<file path="config.mk">
export PLATFORM = sky130hd
export DESIGN_NAME = bcd_alarm_counter_mux_flat
export DESIGN_NICKNAME = d
export VERILOG_FILES = /design/src/rtl/bcd_alarm_counter_mux_pkg.sv /design/src/rtl/bcd_alarm_counter_mux_if.sv /design/src/rtl/bcd_alarm_counter_mux_seg7_scan_mux.sv /design/src/rtl/bcd_alarm_counter_mux.sv /design/src/flat_wrapper.sv
export SDC_FILE = /design/constraint.sdc
export NUM_CORES = 1
export LEC_CHECK = 0
export ABC_AREA = 1
export CORE_MARGIN = 3
export CORE_UTILIZATION = 60
export DETAILED_ROUTE_END_ITERATION = 7
export PLACE_DENSITY_LB_ADDON = 0.1
export SKIP_CTS_REPAIR_TIMING = 1
export SYNTH_ARGS = -nofsm -noshare
export SYNTH_HDL_FRONTEND = slang
export SYNTH_SLANG_ARGS = --single-unit
</file>
<file path="constraint.sdc">
create_clock -name clk -period 6.9 [get_ports clk]
set_input_delay 1.38 -clock clk [delete_from_list [all_inputs] [get_ports clk]]
set_output_delay 1.38 -clock clk [all_outputs]
set_load 0.005 [all_outputs]
</file>
<file path="src/rtl/bcd_alarm_counter_mux_pkg.sv">
// Shared types and 7-segment encoding for the BCD alarm counter and its display scan.
package bcd_alarm_counter_mux_pkg;

    localparam int unsigned BCD_W = 4;
    localparam int unsigned SEG_W = 7;

    typedef logic [BCD_W-1:0] bcd_t;
    typedef logic [SEG_W-1:0] seg_t;

    // Segment order {g,f,e,d,c,b,a}, active high
    localparam seg_t SEG_0     = 7'b0111111;
    localparam seg_t SEG_1     = 7'b0000110;
    localparam seg_t SEG_2     = 7'b1011011;
    localparam seg_t SEG_3     = 7'b1001111;
    localparam seg_t SEG_4     = 7'b1100110;
    localparam seg_t SEG_5     = 7'b1101101;
    localparam seg_t SEG_6     = 7'b1111101;
    localparam seg_t SEG_7     = 7'b0000111;
    localparam seg_t SEG_8     = 7'b1111111;
    localparam seg_t SEG_9     = 7'b1100111;
    localparam seg_t SEG_BLANK = 7'b0000000;

    function automatic seg_t bcd_to_seg(input bcd_t d);
        seg_t s;
        case (d)
            4'd0:    s = SEG_0;
            4'd1:    s = SEG_1;
            4'd2:    s = SEG_2;
            4'd3:    s = SEG_3;
            4'd4:    s = SEG_4;
            4'd5:    s = SEG_5;
            4'd6:    s = SEG_6;
            4'd7:    s = SEG_7;
            4'd8:    s = SEG_8;
            4'd9:    s = SEG_9;
            default: s = SEG_BLANK;
        endcase
        return s;
    endfunction

    function automatic logic bcd_valid(input bcd_t d);
        return (d <= 4'd9);
    endfunction

endpackage

</file>
<file path="src/rtl/bcd_alarm_counter_mux_if.sv">
// Switch/button inputs and display/speaker outputs of the BCD alarm counter.
interface bcd_alarm_counter_mux_if #(
    parameter int unsigned NDIG = 4
);
    logic              en;
    logic              dir;
    logic              load;
    logic [4*NDIG-1:0] load_val;
    logic [4*NDIG-1:0] alarm_val;
    logic              alarm_clr;
    logic [4*NDIG-1:0] count;
    logic              sp;
    logic [6:0]        o;
    logic [NDIG-1:0]   com;

    modport master (
        output en, dir, load, load_val, alarm_val, alarm_clr,
        input  count, sp, o, com
    );

    modport slave (
        input  en, dir, load, load_val, alarm_val, alarm_clr,
        output count, sp, o, com
    );
endinterface

</file>
<file path="src/rtl/bcd_alarm_counter_mux_seg7_scan_mux.sv">
// Time-multiplexed 7-segment scan: walks digit index every SCAN_DIV clocks, updating o and com together.
module seg7_scan_mux
    import bcd_alarm_counter_mux_pkg::*;
#(
    parameter int unsigned NDIG     = 4,
    parameter int unsigned SCAN_DIV = 4000
) (
    input  logic              clk,
    input  logic              rst,
    input  logic [4*NDIG-1:0] count,
    output logic [6:0]        o,
    output logic [NDIG-1:0]   com
);

    localparam int unsigned SW = (SCAN_DIV > 1) ? $clog2(SCAN_DIV) : 1;
    localparam int unsigned IW = (NDIG > 1) ? $clog2(NDIG) : 1;

    logic [SW-1:0]   scnt_q, scnt_d;
    logic [IW-1:0]   idx_q, idx_d;
    seg_t            o_q, o_d;
    logic [NDIG-1:0] com_q, com_d;
    bcd_t            digs [NDIG];
    logic            wrap_c;

    always_comb begin
        for (int i = 0; i < NDIG; i++) begin
            digs[i] = count[4*i +: 4];
        end
    end

    // Next index is computed first so segments always match the newly selected digit
    always_comb begin
        scnt_d = scnt_q + SW'(1);
        idx_d  = idx_q;
        o_d    = o_q;
        com_d  = com_q;
        wrap_c = (scnt_q == SW'(SCAN_DIV - 1));
        if (wrap_c) begin
            scnt_d = '0;
            idx_d  = (idx_q == IW'(NDIG - 1)) ? '0 : idx_q + IW'(1);
            com_d  = NDIG'(1) << idx_d;
            o_d    = bcd_to_seg(digs[idx_d]);
        end
    end

    always_ff @(posedge clk) begin
        if (rst) begin
            scnt_q <= '0;
            idx_q  <= '0;
            o_q    <= SEG_0;
            com_q  <= NDIG'(1);
        end else begin
            scnt_q <= scnt_d;
            idx_q  <= idx_d;
            o_q    <= o_d;
            com_q  <= com_d;
        end
    end

    assign o   = o_q;
    assign com = com_q;

endmodule

</file>
<file path="src/rtl/bcd_alarm_counter_mux.sv">
// N-digit BCD up/down counter with prescaled tick, preset load, sticky alarm and scanned 7-segment output.
module bcd_alarm_counter_mux
    import bcd_alarm_counter_mux_pkg::*;
#(
    parameter int unsigned NDIG     = 4,
    parameter int unsigned TICK_DIV = 2500000,
    parameter int unsigned SCAN_DIV = 4000
) (
    input  logic                   clk,
    input  logic                   rst,
    bcd_alarm_counter_mux_if.slave bus
);

    localparam int unsigned CW = 4 * NDIG;
    localparam int unsigned PW = (TICK_DIV > 1) ? $clog2(TICK_DIV) : 1;

    logic [CW-1:0] count_q, count_d;
    logic [PW-1:0] presc_q, presc_d;
    logic          sp_q, sp_d;
    logic [CW-1:0] cnt_inc, cnt_dec, load_clean;
    logic          tick_c;
    logic          write_c;
    logic          alarm_ok_c;
    logic          carry, borrow;
    bcd_t          d_up, d_dn, d_ld, d_al;

    assign tick_c = (presc_q == PW'(TICK_DIV - 1));

    // Ripple BCD increment/decrement; digits are always valid so 9/0 are the only wrap points
    always_comb begin
        cnt_inc    = count_q;
        cnt_dec    = count_q;
        load_clean = '0;
        alarm_ok_c = 1'b1;
        carry      = 1'b1;
        borrow     = 1'b1;
        d_up       = '0;
        d_dn       = '0;
        d_ld       = '0;
        d_al       = '0;
        for (int i = 0; i < NDIG; i++) begin
            d_up = count_q[4*i +: 4];
            if (carry) begin
                if (d_up >= 4'd9) begin
                    cnt_inc[4*i +: 4] = 4'd0;
                end else begin
                    cnt_inc[4*i +: 4] = d_up + 4'd1;
                    carry             = 1'b0;
                end
            end
            d_dn = count_q[4*i +: 4];
            if (borrow) begin
                if (d_dn == 4'd0) begin
                    cnt_dec[4*i +: 4] = 4'd9;
                end else begin
                    cnt_dec[4*i +: 4] = d_dn - 4'd1;
                    borrow            = 1'b0;
                end
            end
            d_ld = bus.load_val[4*i +: 4];
            load_clean[4*i +: 4] = bcd_valid(d_ld) ? d_ld : 4'd0;
            d_al = bus.alarm_val[4*i +: 4];
            if (!bcd_valid(d_al)) begin
                alarm_ok_c = 1'b0;
            end
        end
    end

    // Priority: en low > load > tick; alarm set overrides a same-edge clear
    always_comb begin
        count_d = count_q;
        presc_d = tick_c ? '0 : presc_q + PW'(1);
        sp_d    = sp_q;
        write_c = 1'b0;
        if (!bus.en) begin
            count_d = '0;
            presc_d = '0;
            sp_d    = 1'b0;
        end else begin
            if (bus.load) begin
                count_d = load_clean;
                presc_d = '0;
                write_c = 1'b1;
            end else if (tick_c) begin
                count_d = bus.dir ? cnt_dec : cnt_inc;
                write_c = 1'b1;
            end
            if (bus.alarm_clr) begin
                sp_d = 1'b0;
            end
            if (write_c && alarm_ok_c && (count_d == bus.alarm_val)) begin
                sp_d = 1'b1;
            end
        end
    end

    always_ff @(posedge clk) begin
        if (rst) begin
            count_q <= '0;
            presc_q <= '0;
            sp_q    <= 1'b0;
        end else begin
            count_q <= count_d;
            presc_q <= presc_d;
            sp_q    <= sp_d;
        end
    end

    seg7_scan_mux #(
        .NDIG     (NDIG),
        .SCAN_DIV (SCAN_DIV)
    ) u_scan (
        .clk   (clk),
        .rst   (rst),
        .count (count_q),
        .o     (bus.o),
        .com   (bus.com)
    );

    assign bus.count = count_q;
    assign bus.sp    = sp_q;

endmodule

</file>
<file path="src/flat_wrapper.sv">
// flat-port wrapper written by rule: the top's interface ports become plain ports
module bcd_alarm_counter_mux_flat import bcd_alarm_counter_mux_pkg::*;
#(
    parameter int unsigned NDIG     = 4,
    parameter int unsigned TICK_DIV = 2500000,
    parameter int unsigned SCAN_DIV = 4000
)
  (clk, rst, bus_en, bus_dir, bus_load, bus_load_val, bus_alarm_val, bus_alarm_clr, bus_count, bus_sp, bus_o, bus_com);
  bcd_alarm_counter_mux_if #(.NDIG(NDIG)) bus_i ();
  input  logic clk;
  input  logic rst;
  input wire logic [$bits(bus_i.en)-1:0] bus_en;
  input wire logic [$bits(bus_i.dir)-1:0] bus_dir;
  input wire logic [$bits(bus_i.load)-1:0] bus_load;
  input wire logic [$bits(bus_i.load_val)-1:0] bus_load_val;
  input wire logic [$bits(bus_i.alarm_val)-1:0] bus_alarm_val;
  input wire logic [$bits(bus_i.alarm_clr)-1:0] bus_alarm_clr;
  output wire logic [$bits(bus_i.count)-1:0] bus_count;
  output wire logic [$bits(bus_i.sp)-1:0] bus_sp;
  output wire logic [$bits(bus_i.o)-1:0] bus_o;
  output wire logic [$bits(bus_i.com)-1:0] bus_com;
  assign bus_i.en = bus_en;
  assign bus_i.dir = bus_dir;
  assign bus_i.load = bus_load;
  assign bus_i.load_val = bus_load_val;
  assign bus_i.alarm_val = bus_alarm_val;
  assign bus_i.alarm_clr = bus_alarm_clr;
  assign bus_count = bus_i.count;
  assign bus_sp = bus_i.sp;
  assign bus_o = bus_i.o;
  assign bus_com = bus_i.com;
  bcd_alarm_counter_mux #(.NDIG(NDIG), .TICK_DIV(TICK_DIV), .SCAN_DIV(SCAN_DIV)) u_core (.clk(clk), .rst(rst), .bus(bus_i));
endmodule
</file>
; Yosys cells after proc, flatten, opt, wreduce, memory -nomap -nowiden
; Memory sizes are Yosys's and may differ from the RTL's. A register that Yosys moved wholly into a read port is not among the register bits.
; Cells that the tools add are included.
[op_classes]
muxes = 45
add_sub_neg = 11
shifts = 1
n_reduce_logical = 10
bitwise = 2
n_eq_ne = 4
magnitude_cmp = 13
[ops]
columns = operator, count
row1 = $mux 4, 20
row2 = $mux 16, 4
row3 = $le 4x4->1 const B, 8
row4 = $add 22x1->22 const B, 1
row5 = $eq 22x22->1 const B, 1
row6 = $mux 1, 19
row7 = $add 4x1->4 const B, 4
row8 = $eq 16x16->1, 1
row9 = $ge 4x4->1 const B, 4
row10 = $logic_not 4->1, 4
row11 = $sub 4x1->4 const B, 4
row12 = $add 12x1->12 const B, 1
row13 = $eq 12x12->1 const B, 1
row14 = $bmux 4 s2, 1
row15 = $reduce_or 2->1, 2
row16 = $reduce_or 4->1, 1
row17 = $shl 1x2->4 const A, 1
row18 = $ge 3x3->1 const B, 1
row19 = $not 2->3, 1
row20 = $add 2x1->2 const B, 1
row21 = $eq 2x2->1 const B, 1
row22 = $logic_and 1x1->1, 2
row23 = $mux 2, 1
row24 = $reduce_bool 2->1, 1
row25 = $not 1->1, 1
[word_totals]
wordCells = 93
regBits = 57
romBits = 112
mem_count = 1
[memory_table]
columns = name, depth, width, rd, rd_ports_with_merged_regs, write_ports, line
row1 = (name not given), 16, 7, 1, 1, 0, bcd_alarm_counter_mux_pkg.sv:25  ; case (d)

; Longest topological paths before layout
; Gate-level depths: netlist of the first run.
[logic_depth]
depth_word = 12
mapped_depth = 20

; Modules after synthesis
; Synthesis of the first run repeated with hierarchy kept, for this count alone.
[unflattened]
hier_cells = 818
hier_area_um2 = 5072.4
[modules_own_cells]
columns = module, n_inst, area_per_inst_um2, cells_per_inst
row1 = bcd_alarm_counter_mux, 1, 3425.8, 585
row2 = seg7_scan_mux, 1, 1646.6, 233

; Least setup slack after synthesis of the first run
; No wires, ideal clock.
[synth_timing]
path_type = input to register
startpoint = input port bus_load
endpoint = register u_core.sp_q (netlist: u_core.bus.sp)
arrival_ns = 2.729
setup_slack_ns = 4.104
required_ns = 6.832
path_stages = 13
n_path_buf = 2
setup_time_ns = 0.068
cell_sequence = clkbuf_1 inv_1 clkbuf_1 o21ai_0 nor2_1 o211ai_1 nand2_1 nor2_1 nor2_1 nand3_1 nor2_1 nand2_1 a21oi_2
[synth_via]
elab_chain_cells = 5
[synth_lines]
columns = item, line
row1 = "start, declared", flat_wrapper.sv:14  ; input wire logic [$bits(bus_i.load)-1:0] bus_load;
row2 = $mux 16 or $mux 1 (tied branches), bcd_alarm_counter_mux.sv:80  ; if (bus.load) begin
row3 = $mux 16 or $mux 1 (tied branches), bcd_alarm_counter_mux.sv:75  ; if (!bus.en) begin
row4 = $eq 16x16->1 or $logic_and 1x1->1 (tied branches), bcd_alarm_counter_mux.sv:91  ; if (write_c && alarm_ok_c && (count_d == bus.alarm_val)) begin
row5 = $logic_and 1x1->1 *, bcd_alarm_counter_mux.sv:91
row6 = $mux 1 or $reduce_bool 2->1 (tied branches), --
row7 = "end signal, assigned", bcd_alarm_counter_mux.sv:105  ; sp_q <= sp_d;
row8 = "end, declared", bcd_alarm_counter_mux.sv:19  ; logic sp_q, sp_d;
; Mark *: on every way between the ends. The rest lies on a longest branch, timed or not. The select of a mux whose other input is x is not followed.
; A chain may end at the register's enable or synchronous reset.

; Final worst setup path of the first run
[layout_timing]
startpoint = input port bus_load
endpoint = register u_core.presc_q[18]
[layout_via]
elab_chain_cells = 1
[layout_lines]
columns = item, line
row1 = $reduce_or 4->1 (no source line), --
row2 = "end signal, assigned", bcd_alarm_counter_mux.sv:104  ; presc_q <= presc_d;
row3 = "end, declared", bcd_alarm_counter_mux.sv:18  ; logic [PW-1:0] presc_q, presc_d;
; Every way passes these cells.

==> results of run 1 <==
==> flip-flops by register name (all words and copies together), names as in the netlist <==
signal	flops
u_core.presc_q	22
u_core.bus.count	16
u_core.u_scan.scnt_q	12
u_core.u_scan.o	7
u_core.u_scan.com	4
u_core.u_scan.idx_q	2
u_core.bus.sp	1
==> power breakdown <==
part | total, W | internal (W) | switching [W]
registers | 0.000386 | 0.000374 | 0.0000113
clock network | 0.000359 | 0.000202 | 0.000157
logic | 0.000146 | 0.0000616 | 0.0000842
total | 0.000891 | 0.000638 | 0.000252
==> final cells by class <==
| cell class | instances | share of cell area |
|---|---|---|
| flip-flops and latches | 64 | 0.2261 |
| clock inverters | 6 | 0.01480 |
| well taps | 99 | 0.02186 |
| clock buffers | 10 | 0.02253 |
| repair buffers | 65 | 0.1148 |
| inverters | 108 | 0.07155 |
| multi-input cells | 562 | 0.5283 |
==> kinds of logic (layout without fill, tap and decap cells) <==
kind of cell    after synthesis  after routing  synth area share
compound gates              112            112            0.1340
flops                        64             64            0.2686
fa+ha+maj                    25             25           0.06558
xor+xnor                     12             12           0.02204
buf+inv                     126            189            0.1039
simple gates                413            413            0.4058
==> worst register-to-register path, cell delays in order, from the launching register on <==
cell and delay, ps:
dfxtp_1 390, ha_1 250, nor2_1 330, inv_1 190, nor2_1 150, inv_1 60, a32oi_1 440, inv_1 200
ha_1 330, nand2_1 70, nand2_1 70, o211ai_1 170, nand3_1 80
==> cells in the mapped netlist (2+ instances only) <==
library cell	n
a21oi_1	43
a22o_1	3
a31oi_1	5
a32oi_1	3
buf_2	6
buf_4	2
clkbuf_1	8
dfxtp_1	64
ha_1	25
inv_1	97
inv_2	11
nand2_1	198
nand2_2	5
nand2_4	3
nand3_1	66
nand3_2	3
nand3b_1	4
nand4_1	15
nor2_1	81
nor2_2	7
nor2_4	4
nor2_8	3
nor3_1	10
nor3_2	2
nor3b_1	4
nor4_1	2
o211ai_1	3
o21a_1	2
o21ai_0	40
o21bai_1	3
o22ai_1	4
or2_2	2
xnor2_1	5
xor2_1	7
==> metal layers <==
metal  GRT usage  vias to the layer above
met1      0.3613                     2253
met4     0.07933                        0
li1            -                     2546
met2      0.4746                      161
met3     0.04972                       24
met5           0                        -
==> worst max path at each step <==
stage,startpoint,endpoint,slack [ps],cells after the start
finish,bus_load,u_core.presc_q[18],2980,4
global placement,bus_load,u_core.presc_q[18],2850,4
detailed placement,bus_load,u_core.presc_q[20],2710,5
CTS,bus_load,u_core.presc_q[18],3040,4
floorplan,bus_load,u_core.bus.sp,4100,13
global route,bus_load,u_core.presc_q[20],2650,5
==> stage by stage <==
| stage | std cells | power (W) |
|---|---|---|
| final | 914 | 0.0008909 |
| after floorplan | 752 | 0.0004865 |
| after global placement | 898 | 0.0005346 |
| after CTS | 914 | 0.0008906 |
| after detailed placement | 898 | 0.0005376 |
| after global routing | 914 | 0.0009309 |
==> results.yml, run 1 <==
status:
  status: "completed"
logic_synthesis:
  synth.avg_cell_area_sq_um: 6.343
  synthesis.area_sq_mm: 0.004770
  yosysTopAreaCell: "dfxtp_1"
  ys_types: 46
  syn_inst: 752
  async_flop_share: 0
  ys_seq_area_frac: 0.2686
  ys.warnings.count: 0
  synth-main-ff-cell: "dfxtp_1"
  yosys-top-cells-area: "dfxtp_1, nand2_1, inv_1, nand3_1, ha_1"
  synth.net_count: 815
  synth_edf_count: 0
  yosysTopAreaCellShare: 0.2686
  synth_seq_cells: 64
critical_path:
  end_kind: "flip-flop"
  r2r-start: "u_core.u_scan.idx_q[0]"
  worst-setup-path-type: "in -> reg"
  cp_max_fo: 27
  crit_path_cell_trace: "clkdlybuf4s50_1 -> inv_1 -> nand4_1 -> a221oi_1"
  critPathSlowestCell: "nand4_1"
  crit_family: "buffers and inverters"
  crit_buf_inv: 2
  slowest_delay_ps: 880
  critPathArrivalTime_ps: 4140
  rr_endpoint: "u_core.u_scan.o[3]"
  r2r_slack_ps: 4070
  worst_r2r_path_depth: 12
  worstSetupStartpointType: "input port"
  critPathRequiredTime_ps: 7120
timing:
  maxSlewHeadroom: 0.3218
  finalSetupViolCount: 0
  finalMaxSlewViolations: 0
  rsz0062_at_grt: "no"
  final.setup_skew_ps: 11.99
  layout_setup_ws_ps: 2976
  tns_ps: 0
  fin_crit_sh: 0.5688
  hold_viol: 0
  period_needed_ps: 3924
  worstMarginPinSlew_ps: 1014
  fmax_ghz: 0.2548
  hold_ws_ps: 443.7
worst_hold_path:
  min_delay_path_depth: 2
  worstHoldPathType: "reg -> reg"
  hp-start: "u_core.u_scan.scnt_q[9]"
  min_to: "u_core.u_scan.scnt_q[9]"
layout:
  num-fill-cells: 580
  area_growth_pct: 18.78
  drive_gt1_frac: 0.07607
  final_cell_mix: "nand2_1, inv_1, nor2_1"
  diodes: 0
  final_area_sq_mm: 0.005665
  register_area_sq_mm: 0.001281
  multiInputGateArea_sq_mm: 0.002993
  final_util: 0.7568
  finalNetCount: 873
  layout.cells.most_common: "nand2_1"
floorplan:
  coreArea_sq_mm: 0.007486
  fp.dieH_um: 95.16
  die_w_um: 95.16
  die-area_sq_mm: 0.009055
  pin_count: 66
  std_cell_rows: 31
  start_util: 0.6371
global_routing:
  antenna_found_initial: 0
  grt-ovfl-total: 0
  grt_pass1_vias: 4698
  grt_max_degree: 28
  grt_pass1_wl_um: 20590
  grt_usage: 0.2793
flow_run:
  cap_violations: 0
place:
  place_hpwl_um: 9380
  port_buffers: 65
  place_ws_ps: 2706
  placed_area_sq_mm: 0.005454
  gp_congestion: 0.9374
clocking:
  cts_tree: "built"
  cts_sinks: 64
  clkTransAtPathRegs_ps: 70
  cts_root_buffer: "clkbuf_8"
  cts_buffer_depth: 2
  clk_latency_ps: 350
  ctsHtreeMaxLevel: 3
  cts_made_buffers: 9
power:
  powerDensity_mw_per_mm2: 157.2
  power.leakage_nw: 2.624
  ir_drop_v: 0.0001041
drt:
  dr_wl_met3_um: 679
  wl_met1_um: 5710
  routed_wirelength_um: 12210
  drt_iter0_drc: 366
  drcViolationCount: 0
  postRouteAntennaNets: 0
  top_layer_used: "met4"
  firstDrtPassIters: 5
  wl_met2_um: 5619
  wl_per_cell_um: 13.36
  vias: 4984
  viasPerCell: 5.453
Note: power is estimated with default switching activity, not from simulation.
==> run 2, diff against run 1 <==
--- a/config.mk
+++ b/config.mk
@@ -7,7 +7,7 @@
 export LEC_CHECK = 0
 export ABC_AREA = 1
 export CORE_MARGIN = 3
-export CORE_UTILIZATION = 60
+export CORE_UTILIZATION = 51
 export DETAILED_ROUTE_END_ITERATION = 7
 export PLACE_DENSITY_LB_ADDON = 0.1
 export SKIP_CTS_REPAIR_TIMING = 1
==> constraint.sdc (replaced) <==
create_clock -name clk -period 3.43 [get_ports clk]
set_input_delay 0.686 -clock clk [delete_from_list [all_inputs] [get_ports clk]]
set_output_delay 0.686 -clock clk [all_outputs]
set_load 0.005 [all_outputs]
==> results.yml, run 2 (synthesized netlist as in run 1, its figures left out) <==
status:
  status: "completed"
timing:
  finalSetupViolCount: 0
  period_needed_ps: 2792
  hold_viol: 0
  fin_crit_sh: 0.8141
  rsz0062_at_grt: "no"
  fmax_ghz: 0.3581
  final.setup_skew_ps: 12.31
  finalMaxSlewViolations: 0
  worstMarginPinSlew_ps: 629.5
  tns_ps: 0
  maxSlewHeadroom: 0.5793
critical_path:
  critPathArrivalTime_ps: 3020
  end_kind: "flip-flop"
  worst_r2r_path_depth: 12
  r2r-start: "u_core.u_scan.idx_q[0]"
  rr_endpoint: "u_core.u_scan.o[3]"
  cp_max_fo: 7
  crit_path_cell_trace: "ha_1 -> nor2_1 -> inv_1 -> nor2_1 -> inv_1 -> a32oi_1 -> inv_1 -> ha_1 -> nand2_1 -> nand2_1 -> o211ai_1 -> nand3_1"
  r2r_slack_ps: 640
  slowest_delay_ps: 450
  critPathSlowestCell: "a32oi_1"
  crit_family: "simple AND/OR/NAND/NOR gates"
  crit_buf_inv: 3
  critPathLaunch: "u_core.u_scan.idx_q[0]"
  critPathCapture: "u_core.u_scan.o[3]"
  crit_top_cell: "inv_1"
  worstSetupStartpointType: "flip-flop"
  critPathRequiredTime_ps: 3650
  worst-setup-path-type: "reg -> reg"
  path_depth: 12
layout:
  drive_gt1_frac: 0.08181
  final_area_sq_mm: 0.005744
  multiInputGateArea_sq_mm: 0.002993
  area_growth_pct: 20.44
  num-fill-cells: 864
  finalNetCount: 877
  final_cell_mix: "nand2_1, inv_1, nor2_1"
  register_area_sq_mm: 0.001281
  diodes: 0
  largest_register: "u_core.presc_q"
  largest_reg_flops: 22
  layout.cells.most_common: "nand2_1"
  final_util: 0.6461
clocking:
  cts_sinks: 64
  ctsHtreeMaxLevel: 3
  clk_latency_ps: 350
  cts_made_buffers: 9
  cts_root_buffer: "clkbuf_8"
  cts_buffer_depth: 2
  cts_tree: "built"
  clkTransAtPathRegs_ps: 80
drt:
  viasPerCell: 5.276
  wl_per_cell_um: 13.15
  firstDrtPassIters: 6
  routed_wirelength_um: 12190
  vias: 4891
  postRouteAntennaNets: 0
  drcViolationCount: 0
  drt_iter0_drc: 373
global_routing:
  grt_pass1_vias: 4531
  grt_pass1_wl_um: 20550
  grt-ovfl-total: 0
  grt_usage: 0.2421
  grt_max_degree: 27
  antenna_found_initial: 0
floorplan:
  std_cell_rows: 34
  fp.dieH_um: 102.7
  pin_count: 66
  die_w_um: 102.7
  start_util: 0.5364
  coreArea_sq_mm: 0.008891
  die-area_sq_mm: 0.01055
worst_hold_path:
  worstHoldPathType: "reg -> reg"
  min_delay_path_depth: 2
power:
  powerDensity_mw_per_mm2: 330.2
  ir_drop_v: 0.0001989
  power.leakage_nw: 2.658
place:
  place_hpwl_um: 9587
  port_buffers: 65
  placed_area_sq_mm: 0.005495
  gp_congestion: 0.9407
flow_run:
  cap_violations: 0
==> run 2: area by class of cell <==
cell class                      count  area share
Multi-Input combinational cell    562      0.5210
Sequential cell                    64      0.2230
Timing Repair Buffer               69      0.1185
Inverter                          108     0.07057
Tap cell                          108     0.02352
Clock inverter                      7     0.02178
Clock buffer                        9     0.02156
==> run 2: power breakdown <==
group / switching (W) / total (W) / internal, W
clock: 0.000332 / 0.000824 / 0.000492
sequential: 0.0000211 / 0.000774 / 0.000753
combinational: 0.000173 / 0.000299 / 0.000126
==> run 2: worst min-delay path: stages, from the launching register on <==
cell and delay [ps]:
dfxtp_1 310, inv_1 50, a21oi_1 50
==> run 2: worst min path at each step <==
stage | startpoint | end | slack [ps]
after floorplan | u_core.presc_q[0] | u_core.presc_q[0] | 420
after global placement | u_core.presc_q[0] | u_core.presc_q[0] | 430
after detailed placement | u_core.presc_q[0] | u_core.presc_q[0] | 430
after CTS | u_core.presc_q[0] | u_core.presc_q[0] | 450
after global routing | u_core.presc_q[0] | u_core.presc_q[0] | 470
final | u_core.u_scan.scnt_q[9] | u_core.u_scan.scnt_q[9] | 450
==> run 2: layer usage <==
metal,GRT usage,up-vias,part of all wire
li1,-,2555,-
met1,0.3296,2189,0.48
met2,0.3962,137,0.46
met3,0.03721,10,0.051
met4,0.07064,0,0.010
met5,0,-,0
==> run 2: per-stage QoR <==
| stage | hold WS, ps | setup slack, ps | total power, W | cells |
|---|---|---|---|---|
| floorplan | 417.5 | 1160 | 0.0009786 | 752 |
| global placement | 429.5 | 751.4 | 0.001083 | 911 |
| detailed placement | 432.3 | 664.5 | 0.001087 | 911 |
| CTS | 450.0 | 659.2 | 0.001914 | 927 |
| global route | 466.1 | 407.8 | 0.001992 | 927 |
| finish | 449.8 | 637.7 | 0.001897 | 927 |
